$ cat config.mk
export PLATFORM = sky130hd
export DESIGN_NAME = fetch_buffer
export DESIGN_NICKNAME = d
export VERILOG_FILES = /design/src/rtl/fetch_buffer.sv
export SDC_FILE = /design/constraint.sdc
export NUM_CORES = 1
export LEC_CHECK = 0
export CORE_AREA = 2 2 226 228
export DETAILED_ROUTE_END_ITERATION = 6
export DIE_AREA = 0 0 228 230
export PLACE_DENSITY_LB_ADDON = 0.05
export REMOVE_ABC_BUFFERS = 1
export SYNTH_ARGS = -nofsm -noshare
export SYNTH_HDL_FRONTEND = slang
export SYNTH_SLANG_ARGS = --single-unit
$ cat constraint.sdc
create_clock -name clk -period 5.71 [get_ports clk]
set_input_delay 1.142 -clock clk [delete_from_list [all_inputs] [get_ports clk]]
set_output_delay 1.142 -clock clk [all_outputs]
set_load 0.005 [all_outputs]
$ cat src/rtl/fetch_buffer.sv
// Instruction prefetch stage: sequential word reads into a small PC-tagged FIFO
// feeding the decoder, with branch-redirect flush that discards an in-flight read.
module fetch_buffer #(
  parameter int              DEPTH    = 4,
  parameter int              AW       = 32,
  parameter int              DW       = 32,
  parameter logic [AW-1:0]   RESET_PC = '0,
  parameter int              PC_STEP  = 1
) (
  input  logic                   clk,
  input  logic                   rst,
  input  logic                   en,
  input  logic                   halt,
  input  logic                   flush,
  input  logic [AW-1:0]          flush_addr,
  output logic                   mem_re,
  output logic [AW-1:0]          mem_addr,
  input  logic [DW-1:0]          mem_data_r,
  input  logic                   mem_rdy,
  output logic [DW-1:0]          instr,
  output logic [AW-1:0]          instr_pc,
  output logic                   instr_valid,
  input  logic                   instr_ready,
  output logic [$clog2(DEPTH):0] count
);
  localparam int PW = $clog2(DEPTH);
  localparam int CW = PW + 1;

  typedef enum logic [1:0] {IDLE, FETCH, DISCARD} state_t;
  typedef struct packed {
    logic [DW-1:0] data;
    logic [AW-1:0] pc;
  } entry_t;

  state_t        r_state, w_state_nxt;
  entry_t        r_fifo [DEPTH];
  entry_t        r_head, w_head_nxt;
  logic [PW-1:0] r_wptr, r_rptr, w_rptr_nxt;
  logic [CW-1:0] r_count, w_count_pop, w_count_nxt;
  logic [AW-1:0] r_pc, w_pc_nxt, r_mem_addr;
  logic          r_halt;
  logic          w_push, w_pop, w_start, w_new_req;

  assign w_pop       = instr_valid & instr_ready & ~flush;
  assign w_push      = (r_state == FETCH) & mem_rdy & ~flush;
  assign w_count_pop = r_count - CW'(w_pop);
  assign w_count_nxt = flush ? '0 : w_count_pop + CW'(w_push);
  assign w_rptr_nxt  = r_rptr + PW'(w_pop);
  // Gating on post-update occupancy makes the outstanding read own a free slot.
  assign w_start     = en & ~halt & ~r_halt & ~flush & (w_count_nxt < CW'(DEPTH));

  always_comb begin
    w_pc_nxt = r_pc;
    if (flush)
      w_pc_nxt = flush_addr;
    else if ((r_state == FETCH) && mem_rdy)
      w_pc_nxt = r_pc + AW'(PC_STEP);
  end

  always_comb begin
    w_state_nxt = r_state;
    w_new_req   = 1'b0;
    case (r_state)
      IDLE: begin
        if (w_start) begin
          w_state_nxt = FETCH;
          w_new_req   = 1'b1;
        end
      end
      FETCH: begin
        if (mem_rdy) begin
          w_state_nxt = w_start ? FETCH : IDLE;
          w_new_req   = w_start;
        end else if (flush) begin
          w_state_nxt = DISCARD;
        end
      end
      DISCARD: begin
        if (mem_rdy) begin
          w_state_nxt = w_start ? FETCH : IDLE;
          w_new_req   = w_start;
        end
      end
      default: w_state_nxt = IDLE;
    endcase
  end

  // Head register bypasses the array when a word lands in an (effectively) empty FIFO.
  always_comb begin
    w_head_nxt = r_fifo[w_rptr_nxt];
    if (w_push && (w_count_pop == '0))
      w_head_nxt = '{data: mem_data_r, pc: r_pc};
  end

  always_ff @(posedge clk or posedge rst) begin
    if (rst) begin
      r_state    <= IDLE;
      r_pc       <= RESET_PC;
      r_mem_addr <= RESET_PC;
      r_wptr     <= '0;
      r_rptr     <= '0;
      r_count    <= '0;
      r_head     <= '0;
      r_halt     <= 1'b0;
    end else begin
      r_state <= w_state_nxt;
      r_pc    <= w_pc_nxt;
      r_count <= w_count_nxt;
      r_head  <= w_head_nxt;
      r_halt  <= r_halt | halt;
      if (w_new_req)
        r_mem_addr <= w_pc_nxt;
      if (flush) begin
        r_wptr <= '0;
        r_rptr <= '0;
      end else begin
        if (w_push)
          r_wptr <= r_wptr + 1'b1;
        r_rptr <= w_rptr_nxt;
      end
    end
  end

  always_ff @(posedge clk) begin
    if (w_push)
      r_fifo[r_wptr] <= '{data: mem_data_r, pc: r_pc};
  end

  assign mem_re      = (r_state != IDLE);
  assign mem_addr    = r_mem_addr;
  assign instr       = r_head.data;
  assign instr_pc    = r_head.pc;
  assign instr_valid = (r_count != '0);
  assign count       = r_count;

endmodule
* Word-level counts from Yosys, hierarchy flattened
Memory sizes are Yosys's and may differ from the RTL's.
Cells that the tools add are included.
** Storage, ports and cells
- Bits in registers :: 138
- RAM bits :: 256
- Input port bits :: 71
- Output and inout port bits :: 101
- Word-level logic and storage cells :: 60
- Memories :: 1
** Operators by class
- Add/sub/neg operators :: 5
- $lt $le $gt $ge :: 1
- Eq/ne operators :: 5
- Multiplexer cells :: 18
- Bitwise logic cells :: 12
- Reductions and logical operators :: 9
** Memory list
- r_fifo :: words 4, width 64, rd ports 1, clocked after Yosys merged registers in 0, wr ports 1, RTL line 36 : entry_t r_fifo [DEPTH];
** Operators by type and width (count)
- 32-bit two-way mux :: 2
- 64-bit two-way mux :: 1
- 32-bit by 1-bit adder with 32-bit output, second input constant :: 1
- 2-bit two-way mux :: 7
- 1-bit bitwise AND :: 8
- 2-bit case mux with 3 select lines :: 1
- 1-bit two-way mux :: 5
- 2-bit inequality test, second input constant :: 2
- 2-bit nonzero test :: 2
- 3-bit by 1-bit adder with 3-bit output :: 1
- 3-bit logical NOT :: 1
- 3-bit < comparator, second input constant :: 1
- 3-bit two-way mux :: 1
- 3-bit inequality test, second input constant :: 1
- 1-bit inverter :: 3
- 3-bit AND reduction :: 1
- 3-bit nonzero test :: 1
- 3-bit by 1-bit subtractor with 3-bit output :: 1
- 2-bit by 1-bit adder with 2-bit output :: 1
- 2-bit by 1-bit adder with 2-bit output, second input constant :: 1
- 2-bit by 1-bit equality test with 1-bit output, second input constant :: 1
- 2-bit equality test, second input constant :: 1
- 1-bit logical AND :: 2
- 2-bit logical NOT :: 1
- other kinds (3) :: 3

* Logic depth before layout (Yosys ltp)
Gate-level depths: netlist of the first run.
- Depth in word-level cells :: 11
- Depth in mapped cells :: 14
- Mapped depth without buffers :: 10

* Worst setup path before layout of the first run
No wires, ideal clock.
- Path type :: input to register
- Start :: input flush
- End :: register r_mem_addr[20], in the netlist mem_addr[20]
- Setup time :: 0.125 ns
- Arrival time :: 4.385 ns
- Required time :: 5.585 ns
- Setup slack :: 1.200 ns
- Stages on the path :: 12
- Buffers on the path :: 4
- Path through :: clkbuf_1 > clkbuf_1 > clkbuf_1 > nor3b_1 > ha_1 > inv_1 > ha_1 > xor3_1 > or4_4 > nor3_2 > buf_2 > mux2_2
** Between the ends
- Cells in the longest elaborated chain, start to end :: 9
- Elaborated cells between the ends (all ways) :: 13
- Those cells by class :: 2 x add/sub; 1 x order compare; 5 x mux; 5 x bitwise
** RTL lines
- from (decl) :: RTL line 14 : input logic flush,
- 1-bit inverter :: RTL line 44, 45, 50
- 1-bit bitwise AND :: RTL line 44 : assign w_pop = instr_valid & instr_ready & ~flush;
- 3-bit by 1-bit subtractor with 3-bit output :: RTL line 46 : assign w_count_pop = r_count - CW'(w_pop);
- 3-bit by 1-bit adder with 3-bit output :: RTL line 47 : assign w_count_nxt = flush ? '0 : w_count_pop + CW'(w_push);
- 3-bit two-way mux :: RTL line 47
- 3-bit < comparator :: RTL line 50 : assign w_start = en & ~halt & ~r_halt & ~flush & (w_count_nxt < CW'(DEPTH));
- 1-bit bitwise AND :: RTL line 50
- 1-bit two-way mux (on tied branches) :: RTL line 71, 79, 65
- 1-bit case mux with 2 select lines :: RTL line 63 : case (r_state)
- to (signal assigned) :: RTL line 112 : r_mem_addr <= w_pc_nxt;
- to (decl) :: RTL line 40 : logic [AW-1:0] r_pc, w_pc_nxt, r_mem_addr;
Several ways; a longest one is shown, not always the timed one.
A chain may end at the register's enable or synchronous reset.

* Worst setup path after layout of the first run
- Start :: input instr_ready
- End :: register r_mem_addr[30], in the netlist mem_addr[30]
** Between the ends
- Cells in the longest elaborated chain, start to end :: 9
- Elaborated cells between the ends (all ways) :: 10
- Those cells by class :: 2 x add/sub; 1 x order compare; 4 x mux; 3 x bitwise
** RTL lines
- from (decl) :: RTL line 23 : input logic instr_ready,
- 1-bit bitwise AND * (2 in series) :: RTL line 44
- 3-bit by 1-bit subtractor with 3-bit output * :: RTL line 46
- 3-bit by 1-bit adder with 3-bit output * :: RTL line 47
- 3-bit two-way mux * :: RTL line 47
- 3-bit < comparator * :: RTL line 50
- 1-bit bitwise AND * :: RTL line 50
- 1-bit two-way mux (on tied branches) :: RTL line 71, 79, 65
- 1-bit case mux with 2 select lines * :: RTL line 63
Mark *: on every way between the ends. The rest lies on a longest branch, timed or not.

==> out/results.tsv, run 1 <==
stage	metric	value	unit
sta	relSlewSlack	30.65	%
worst_hold_path	min_path_cells	1	
detailed_routing	drtIter0Drc	767	
sta	period_minus_slack	4.359	ns
floorplan	row_count	82	
cts	holdBufCountCts	0	
worst_setup_path	cp_max_fo	18	
cts	cts.htree.levels	2	
sta	clock-skew-final	0.01201	ns
power_and_ir_drop	p_sw_share	23.80	%
finish	synthToLayoutAreaGrowth	23.23	%
floorplan	die_h	230	µm
yosys	yosys.area_share.simple	13.04	%
worst_setup_path	cp_slowest_stage_delay	0.62	ns
worst_setup_path	reg2reg_to	mem_addr[30]	
yosys	synth_compound_area_share	11.42	%
finish	n_antenna_cell	0	
finish	finalNetCount	1640	
floorplan	die_area	52440	µm²
floorplan	coreArea	49860	µm²
sta	fin_crit_sh	76.34	%
yosys	syn-instance-count	1416	
cts	numCtsBuffers	46	
yosys	synth_fa_ha_area_share	0.8642	%
detailed_routing	vias	12050	
worst_setup_path	critPathLaunchType	input pin	
yosys	ys.flop_type	edfxtp_1	
worst_setup_path	cp_num_buf_inv	1	
placed_design	pre_cts_slack	0.7790	ns
yosys	synth_mux_area_share	6.006	%
power_and_ir_drop	p_per_area	330.8	nW/µm²
worst_setup_path	critPathArrivalTime	4.86	ns
cts	clk_pin_slew	0.06	ns
worst_setup_path	required	6.21	ns
global_routing	grt_pass1_wl	76760	µm
cts	cts-root-buf	clkbuf_16	
power_and_ir_drop	irDropWorstVdd	0.0001901	V
yosys	synth-xor-area-share	1.700	%
worst_hold_path	hp-class	flip-flop to flip-flop	
cts	cts_tree	done	
worst_setup_path	r2r_cells	10	
global_routing	grt_max_degree	83	
worst_setup_path	cp-end-kind	flip-flop	
yosys	ys_warn_count	0	
worst_hold_path	min_to	r_halt	
detailed_routing	via_per_inst	5.315	
placed_design	port_buffers	171	
sta	setup_viol	0	
global_routing	antenna_found_initial	0	
detailed_routing	dr.pass1.iters	4	
worst_setup_path	path_depth	10	
run	max_cap_viol_count	0	
detailed_routing	postRouteAntennaNets	0	
sta	drv_slew	0	
global_routing	grt_usage	19.04	%
power_and_ir_drop	internal-power	5.396	mW
worst_setup_path	cp_top_family	simple AND/OR/NAND/NOR gates	
detailed_routing	detail_route.wl_per_cell	22.13	µm
cts	cts.sinks	394	
placed_design	gp_congestion	0.7395	
cts	post_cts_buffers	0	
power_and_ir_drop	switchingPower	1.685	mW
finish	drive_above_1_share	9.467	%
floorplan	io_pins	172	
global_routing	grt.overflow.total	0	
yosys	netlist_area	17370	µm²
cts	post_cts_resized	0	
floorplan	start_util	34.84	%
floorplan	die_x	228	µm
cts	insertion_delay	0.58	ns
yosys	synth-seq-cells	394	
run_status	outcome	completed	
yosys	ys_types	47	
cts	cts_max_path_buffers	3	
detailed_routing	drc	0	
yosys	synth_top_family_by_area	simple AND/OR/NAND/NOR gates	
sta	fmax	229.4	MHz
sta	finalHoldViolations	0	
worst_setup_path	cpMaxStageDelayCell	or3_1	
worst_setup_path	crit_chain	clkdlybuf4s50_1, nor2b_1, mux2i_1, ha_1, ha_1, xor3_1, or4_4, or3_1, or4_1, nand3_1	
sta	worstMarginPinSlew	1.040	ns
power_and_ir_drop	leakagePower	7.698	nW
worst_setup_path	rr_startpoint	r_state[1]	
sta	tns	0	ns
yosys	synth_edf_count	256	
power_and_ir_drop	combPwrFrac	11.0	%
worst_setup_path	critical_path.most_common_cell	ha_1	
sta	fin_ws	1.351	ns
power_and_ir_drop	clock_power_share	42.3	%
worst_setup_path	path_class	input pin to flip-flop	
worst_hold_path	min_from	r_halt	
sta	rsz0062_at_grt	false	
power_and_ir_drop	p_seq_share	46.7	%
yosys	syn_avg_cell_area	12.27	µm²
global_routing	grt_pass1_vias	12477	
yosys	yosysSeqAreaShare	64.13	%
placed_design	hpwl	28780	µm
yosys	ys_async_sr_fraction	35.03	%
worst_setup_path	r2r_setup_slack	1.93	ns
detailed_routing	routed_wl	50170	µm
finish	finish.utilization	42.93	%
[synth_stat cells (2+ instances only)]
cell,n,share of area [%]
xnor2_1,20,1.0
nand3_1,18,0.52
inv_1,18,0.39
or4_1,2,0.086
a21oi_1,76,2.2
and2_1,9,0.32
nand3b_1,63,2.7
o21ai_0,17,0.49
nor3_1,70,2.0
o22ai_1,65,2.3
nor4_1,3,0.11
dfrtp_1,138,20
buf_1,6,0.13
nor2_1,78,1.7
and4_1,4,0.20
nor2b_1,4,0.14
and3_1,9,0.32
o211ai_1,2,0.086
a211oi_1,2,0.086
xor2_1,11,0.55
mux2i_1,66,3.8
and2_0,3,0.11
nand2b_1,2,0.072
or3_1,3,0.11
o31ai_1,63,2.7
edfxtp_1,256,44
nor3b_1,5,0.22
buf_2,15,0.43
a211o_1,64,3.2
o21a_1,2,0.086
mux2_2,34,2.2
nand4_1,18,0.65
ha_1,12,0.86
nand2_1,159,3.4
clkbuf_1,87,1.9
[state kept, by name, summed over array words and instances, names as in the netlist]
signal    count
count         3
instr        32
r_halt        1
instr_pc     32
r_fifo      256
r_rptr        2
r_pc         32
r_state       2
r_wptr        2
mem_addr     32
[worst reg2reg max path, cell delays in order (launching register included)]
cell	delay (ns)
dfrtp_1	0.40
inv_1	0.10
ha_1	0.36
and3_1	0.33
ha_1	0.20
ha_1	0.16
xor3_1	0.31
or4_4	0.53
or3_1	0.62
or4_1	0.60
nand3_1	0.10
[power by group through the flow]
stage | clock [mW] | sequential, mW | combinational, mW
floorplan | 0 | 3.33 | 0.309
global placement | 0 | 3.37 | 0.790
detailed placement | 0 | 3.37 | 0.792
CTS | 3.07 | 3.31 | 0.795
global route | 3.17 | 3.33 | 0.845
finish | 2.99 | 3.31 | 0.780
[cell type report]
type,count,area (µm²)
Clock inverter,5,48.80
Inverter,19,77.57
Timing Repair Buffer,201,1994
Multi-Input combinational cell,895,5784
Fill cell,4686,28450
Tap cell,672,840.8
Clock buffer,81,1518
Sequential cell,394,11140
[worst max-delay path by stage]
| stage | startpoint | endpoint |
|---|---|---|
| floorplan | flush | instr[30] |
| global placement | instr_ready | mem_addr[30] |
| detailed placement | instr_ready | mem_addr[30] |
| CTS | instr_ready | mem_addr[30] |
| global route | instr_ready | mem_addr[30] |
| finish | instr_ready | mem_addr[30] |
[stage by stage]
step	total power [mW]	std cells	hold WS (ns)	instance area (µm²)
2_1_floorplan	3.643	1308	0.4238	16950
3_3_place_gp	4.159	2181	0.4433	19840
3_5_place_dp	4.158	2181	0.4398	19840
4_1_cts	7.176	2267	0.4640	21410
5_1_grt	7.345	2267	0.4961	21410
6_report	7.081	2267	0.4643	21410
[layout by cell type, fill, tap and decap left out, types with 4 or more instances in the layout]
cell type,instances
a211o_1,64
a21oi_1,76
and2_1,5
and2_4,5
and3_1,9
and4_1,4
buf_12,5
buf_4,25
clkbuf_1,16
clkbuf_16,50
clkbuf_8,15
clkdlybuf4s50_1,170
clkinv_2,4
dfrtp_1,137
edfxtp_1,256
ha_1,12
inv_1,17
mux2_2,34
mux2i_1,66
nand2_1,157
nand3_1,18
nand3b_1,63
nand4_1,18
nor2_1,78
nor2b_1,4
nor3_1,70
nor3b_1,5
o21ai_0,17
o22ai_1,65
o31ai_1,63
xnor2_1,20
xor2_1,11
[cells by family (layout without fill, tap and decap cells)]
logic type      count (synthesis)  count (layout)
fa+ha+maj                      12              12
flops                         394             394
xor+xnor                       32              32
simple gates                  456             456
buf+inv                       127             306
mux                           100             100
compound gates                295             295
[per-layer routing]
metal | vias to the layer above | global-route usage (%) | routed length [µm]
li1 | 5595 | - | -
met1 | 6091 | 26.27 | 23520
met2 | 290 | 30.89 | 23430
met3 | 74 | 2.803 | 2060
met4 | 0 | 6.270 | 1162
met5 | - | 0 | 0
Note: power is estimated with default switching activity, not from simulation.
==> inputs of run 2 (changes only) <==
==> constraint.sdc (replaced) <==
create_clock -name clk -period 4 [get_ports clk]
set_input_delay 0.8 -clock clk [delete_from_list [all_inputs] [get_ports clk]]
set_output_delay 0.8 -clock clk [all_outputs]
set_load 0.005 [all_outputs]
==> out/results.tsv, run 2 (same netlist as run 1, synthesis figures left out) <==
stage	metric	value	unit
floorplan	die_area	52440	µm²
cts	insertion_delay	0.59	ns
floorplan	io_pins	172	
cts	cts_max_path_buffers	3	
finish	multi_input_area	5784	µm²
detailed_routing	detail_route.wl_per_cell	22.06	µm
sta	fin_ws	0.6018	ns
finish	register_area	11140	µm²
worst_setup_path	required	4.46	ns
power_and_ir_drop	p_per_area	456.8	nW/µm²
sta	clock-skew-final	0.01356	ns
sta	relSlewSlack	37.75	%
sta	period_minus_slack	3.398	ns
worst_setup_path	cp-end-kind	flip-flop	
global_routing	grt.overflow.total	0	
finish	layout_commonest_cell	edfxtp_1	
detailed_routing	drc	0	
sta	setup_viol	0	
run_status	outcome	completed	
worst_setup_path	critPathArrivalTime	3.86	ns
sta	rsz0062_at_grt	false	
finish	drive_above_1_share	9.975	%
floorplan	die_x	228	µm
worst_setup_path	cp_max_fo	21	
global_routing	antenna_found_initial	0	
finish	fin_cells	2286	
cts	post_cts_resized	0	
detailed_routing	drtIter0Drc	824	
sta	fin_crit_sh	84.95	%
placed_design	pre_cts_slack	-0.01188	ns
floorplan	die_h	230	µm
sta	finalHoldViolations	0	
placed_design	placed_area	20110	µm²
worst_setup_path	critPathLaunchType	input pin	
global_routing	grt_pass1_wl	77110	µm
finish	n_antenna_cell	0	
placed_design	hpwl	29450	µm
global_routing	grt_pass1_vias	12721	
cts	cts.htree.levels	2	
finish	mostFrequentLayoutCells	edfxtp_1, clkdlybuf4s50_1, nand2_1, dfrtp_1, nor2_1	
finish	design_area	21510	µm²
finish	fill_cells	4694	
cts	cts-root-buf	clkbuf_16	
placed_design	port_buffers	171	
placed_design	gp_congestion	0.7493	
sta	fmax	294.3	MHz
detailed_routing	via_per_inst	5.327	
floorplan	start_util	34.84	%
finish	synthToLayoutAreaGrowth	23.84	%
sta	drv_slew	0	
detailed_routing	routed_wl	50430	µm
sta	worstMarginPinSlew	0.9337	ns
placed_design	placed_cells	2198	
finish	largest_register_ffs	256	
global_routing	grt_usage	19.21	%
power_and_ir_drop	irDropWorstVdd	0.0002795	V
detailed_routing	dr.pass1.iters	5	
cts	clk_pin_slew	0.06	ns
power_and_ir_drop	leakagePower	7.741	nW
cts	cts_tree	done	
cts	numCtsBuffers	47	
worst_hold_path	hp-class	flip-flop to flip-flop	
cts	cts.sinks	394	
cts	holdBufCountCts	0	
worst_setup_path	path_class	input pin to flip-flop	
cts	post_cts_buffers	0	
detailed_routing	vias	12178	
finish	top_register	r_fifo	
floorplan	coreArea	49860	µm²
detailed_routing	postRouteAntennaNets	0	
global_routing	grt_max_degree	127	
run	max_cap_viol_count	0	
finish	finalNetCount	1658	
floorplan	row_count	82	
[run 2: changes by cell type in the layout (fill, tap and decap cells not counted), moves of 4 or more]
cell	delta
buf_12	+11
clkbuf_8	-10
clkinv_1	+7
buf_4	+6
inv_6	+4
[run 2: critical path, stage by stage]
cell	delay, ns
clkdlybuf4s50_1	0.51
nor2b_1	0.21
mux2i_1	0.26
ha_1	0.19
ha_1	0.16
xor3_1	0.33
or4_4	0.50
buf_4	0.17
nor3_4	0.16
buf_12	0.20
mux2_2	0.35
[run 2: report_power, final]
group          switching (mW)  total [mW]  internal, mW
clock                    1.68        3.95          2.27
sequential              0.170        4.73          4.56
combinational           0.595        1.15         0.553
[run 2: worst paths after layout]
| kind | depth (start not counted) | slack, ns | to | startpoint |
|---|---|---|---|---|
| worst max-delay path | 11 | 0.60 | mem_addr[28] | instr_ready |
| worst min-delay path | 1 | 0.45 | r_halt | r_halt |
| worst max register to register | 11 | 0.85 | mem_addr[28] | count[2] |
| worst min register to register | 1 | 0.45 | r_halt | r_halt |
| max in group asynchronous | 3 | 2.54 | instr[4] | rst |
| min in group asynchronous | 2 | 0.61 | mem_addr[18] | rst |
[run 2: layout make-up]
cell class	count	area share, %
well taps	672	3.908
clock buffers	70	6.101
flip-flops and latches	394	51.80
inverters	19	0.3606
clock inverters	18	0.4420
multi-input cells	895	26.89
repair buffers	218	10.50
[run 2: stage by stage]
step	TNS, ns	power [mW]	util (%)	hold slack [ns]
after global placement	0	5.976	40.32	0.4447
after CTS	0	9.973	43.15	0.4503
after global routing	0	10.22	43.15	0.4804
after floorplan	-501.63	5.200	-	0.4238
after detailed placement	-0.07719	5.973	40.32	0.4364
final	0	9.829	43.15	0.4484
[run 2: metal layers]
layer  track usage (%)  part of all wire [%]  vias up
li1                  -                     -     5623
met1             26.65                    47     6117
met3             3.336                   4.9       81
met2             30.78                    46      357
met5                 0                     0        -
met4             5.984                   2.4        0
==> inputs of run 3 (changes only) <==
==> constraint.sdc (replaced) <==
create_clock -name clk -period 3.3 [get_ports clk]
set_input_delay 0.66 -clock clk [delete_from_list [all_inputs] [get_ports clk]]
set_output_delay 0.66 -clock clk [all_outputs]
set_load 0.005 [all_outputs]
==> out/results.tsv, run 3 (same netlist as run 1, synthesis figures left out) <==
stage	metric	value	unit
global_routing	grt.overflow.total	0	
placed_design	hpwl	29990	µm
cts	cts-root-buf	clkbuf_16	
floorplan	io_pins	172	
sta	relSlewSlack	33.60	%
power_and_ir_drop	p_per_area	556.5	nW/µm²
worst_setup_path	critical_path.most_common_cell	ha_1	
finish	layout_commonest_cell	edfxtp_1	
sta	fin_crit_sh	94.06	%
cts	numCtsBuffers	45	
finish	register_area	11140	µm²
detailed_routing	via_per_inst	5.248	
sta	period_minus_slack	3.104	ns
worst_setup_path	critPathLaunchType	flip-flop	
sta	setup_viol	0	
detailed_routing	detail_route.wl_per_cell	21.91	µm
worst_hold_path	hp-class	flip-flop to flip-flop	
global_routing	grt_pass1_vias	12342	
floorplan	die_h	230	µm
sta	rsz0062_at_grt	false	
finish	finalNetCount	1677	
global_routing	antenna_found_initial	0	
cts	cts.sinks	394	
floorplan	coreArea	49860	µm²
finish	finish.utilization	43.80	%
sta	worstMarginPinSlew	0.9959	ns
finish	fill_cells	4600	
finish	n_antenna_cell	0	
finish	largest_register_ffs	256	
detailed_routing	postRouteAntennaNets	0	
detailed_routing	vias	12087	
placed_design	gp_congestion	0.7612	
sta	fmax	322.2	MHz
finish	drive_above_1_share	11.77	%
run_status	outcome	completed	
cts	insertion_delay	0.58	ns
detailed_routing	dr.pass1.iters	4	
sta	fin_ws	0.1960	ns
floorplan	start_util	34.84	%
cts	clk_pin_slew	0.06	ns
detailed_routing	routed_wl	50450	µm
finish	mostFrequentLayoutCells	edfxtp_1, clkdlybuf4s50_1, nand2_1, dfrtp_1, nor2_1	
worst_setup_path	cp_max_fo	3	
placed_design	pre_cts_slack	-0.5768	ns
floorplan	row_count	82	
cts	holdBufCountCts	0	
finish	multi_input_area	5804	µm²
detailed_routing	drtIter0Drc	785	
floorplan	die_x	228	µm
finish	top_register	r_fifo	
worst_setup_path	cpMaxStageDelayCell	or4_1	
worst_setup_path	crit_chain	inv_1, ha_1, and3_1, ha_1, ha_1, xor3_1, or4_4, or3_1, or4_1, nand3_1	
run	max_cap_viol_count	0	
global_routing	grt_pass1_wl	76220	µm
cts	cts_max_path_buffers	3	
worst_setup_path	required	3.80	ns
cts	cts_tree	done	
detailed_routing	drc	0	
placed_design	port_buffers	171	
power_and_ir_drop	irDropWorstVdd	0.0003330	V
sta	drv_slew	0	
worst_setup_path	r2r_setup_slack	0.20	ns
global_routing	grt_max_degree	71	
worst_setup_path	cp-end-kind	flip-flop	
sta	finalHoldViolations	0	
worst_setup_path	critPathArrivalTime	3.60	ns
cts	cts.htree.levels	2	
global_routing	grt_usage	19.04	%
sta	clock-skew-final	0.01409	ns
worst_setup_path	path_class	flip-flop to flip-flop	
finish	synthToLayoutAreaGrowth	25.70	%
power_and_ir_drop	leakagePower	7.928	nW
floorplan	die_area	52440	µm²
worst_setup_path	cp_slowest_stage_delay	0.51	ns
## run 3: cell types whose count changed in the layout (fill, tap and decap cells not counted), sizes merged
cell,previous run,this run
buf,48,69
clkbuf,70,59
bufinv,0,4
clkinv,15,19
inv,22,19
clkinvlp,0,2
clkdlybuf4s50,170,169
dlymetal6s2s,0,1
## run 3: worst paths after layout
| path | from | cells after the start | endpoint |
|---|---|---|---|
| worst max-delay path | r_state[1] | 10 | mem_addr[30] |
| worst min-delay path | r_halt | 1 | r_halt |
| worst max register to register | r_state[1] | 10 | mem_addr[30] |
| worst min register to register | r_halt | 1 | r_halt |
| max in group asynchronous | rst | 3 | instr[14] |
| min in group asynchronous | rst | 2 | mem_addr[15] |
## run 3: per-layer routing
| metal | vias up | part of all wire (%) | GRT usage, % |
|---|---|---|---|
| li1 | 5660 | - | - |
| met4 | 0 | 1.6 | 4.310 |
| met3 | 58 | 4.6 | 3.472 |
| met5 | - | 0 | 0 |
| met2 | 298 | 46 | 30.64 |
| met1 | 6071 | 48 | 26.82 |
## run 3: timing repair
item                       CTS  global route
setup buffers                0             2
gates resized for setup      0             6
setup endpoints to repair    0            22
hold endpoints to repair     0             0
## run 3: final cells by class
cell class              instances  share of cell area [%]
clock inverters                25                   1.031
repair buffers                239                   11.42
multi-input cells             895                   26.58
inverters                      19                  0.3552
well taps                     672                   3.850
flip-flops and latches        394                   51.03
clock buffers                  59                   5.729
## run 3: power by group
group / switching (mW) / total [mW] / internal, mW
registers: 0.221 / 5.75 / 5.53
logic: 0.709 / 1.40 / 0.691
clock network: 2.03 / 5.01 / 2.98
total: 2.96 / 12.2 / 9.20
## run 3: stage by stage
stage	instances	hold slack [ns]	instance area (µm²)	setup TNS (ns)	total power [mW]
6_report	2303	0.4495	21840	0	12.15
5_1_grt	2303	0.4666	21840	0	12.64
4_1_cts	2301	0.4517	21800	0	12.33
3_5_place_dp	2217	0.4387	20320	-16.47	7.261
3_3_place_gp	2217	0.4498	20320	-13.76	7.264
2_1_floorplan	1308	0.4238	16950	-628.39	6.303
## run 3: critical path: cells and delay by family, from the launching register on
family	cells	cell delay, ns
simple gates	5	1.66
flops	1	0.37
buf+inv	1	0.09
fa+ha+maj	3	0.57
xor+xnor	1	0.36
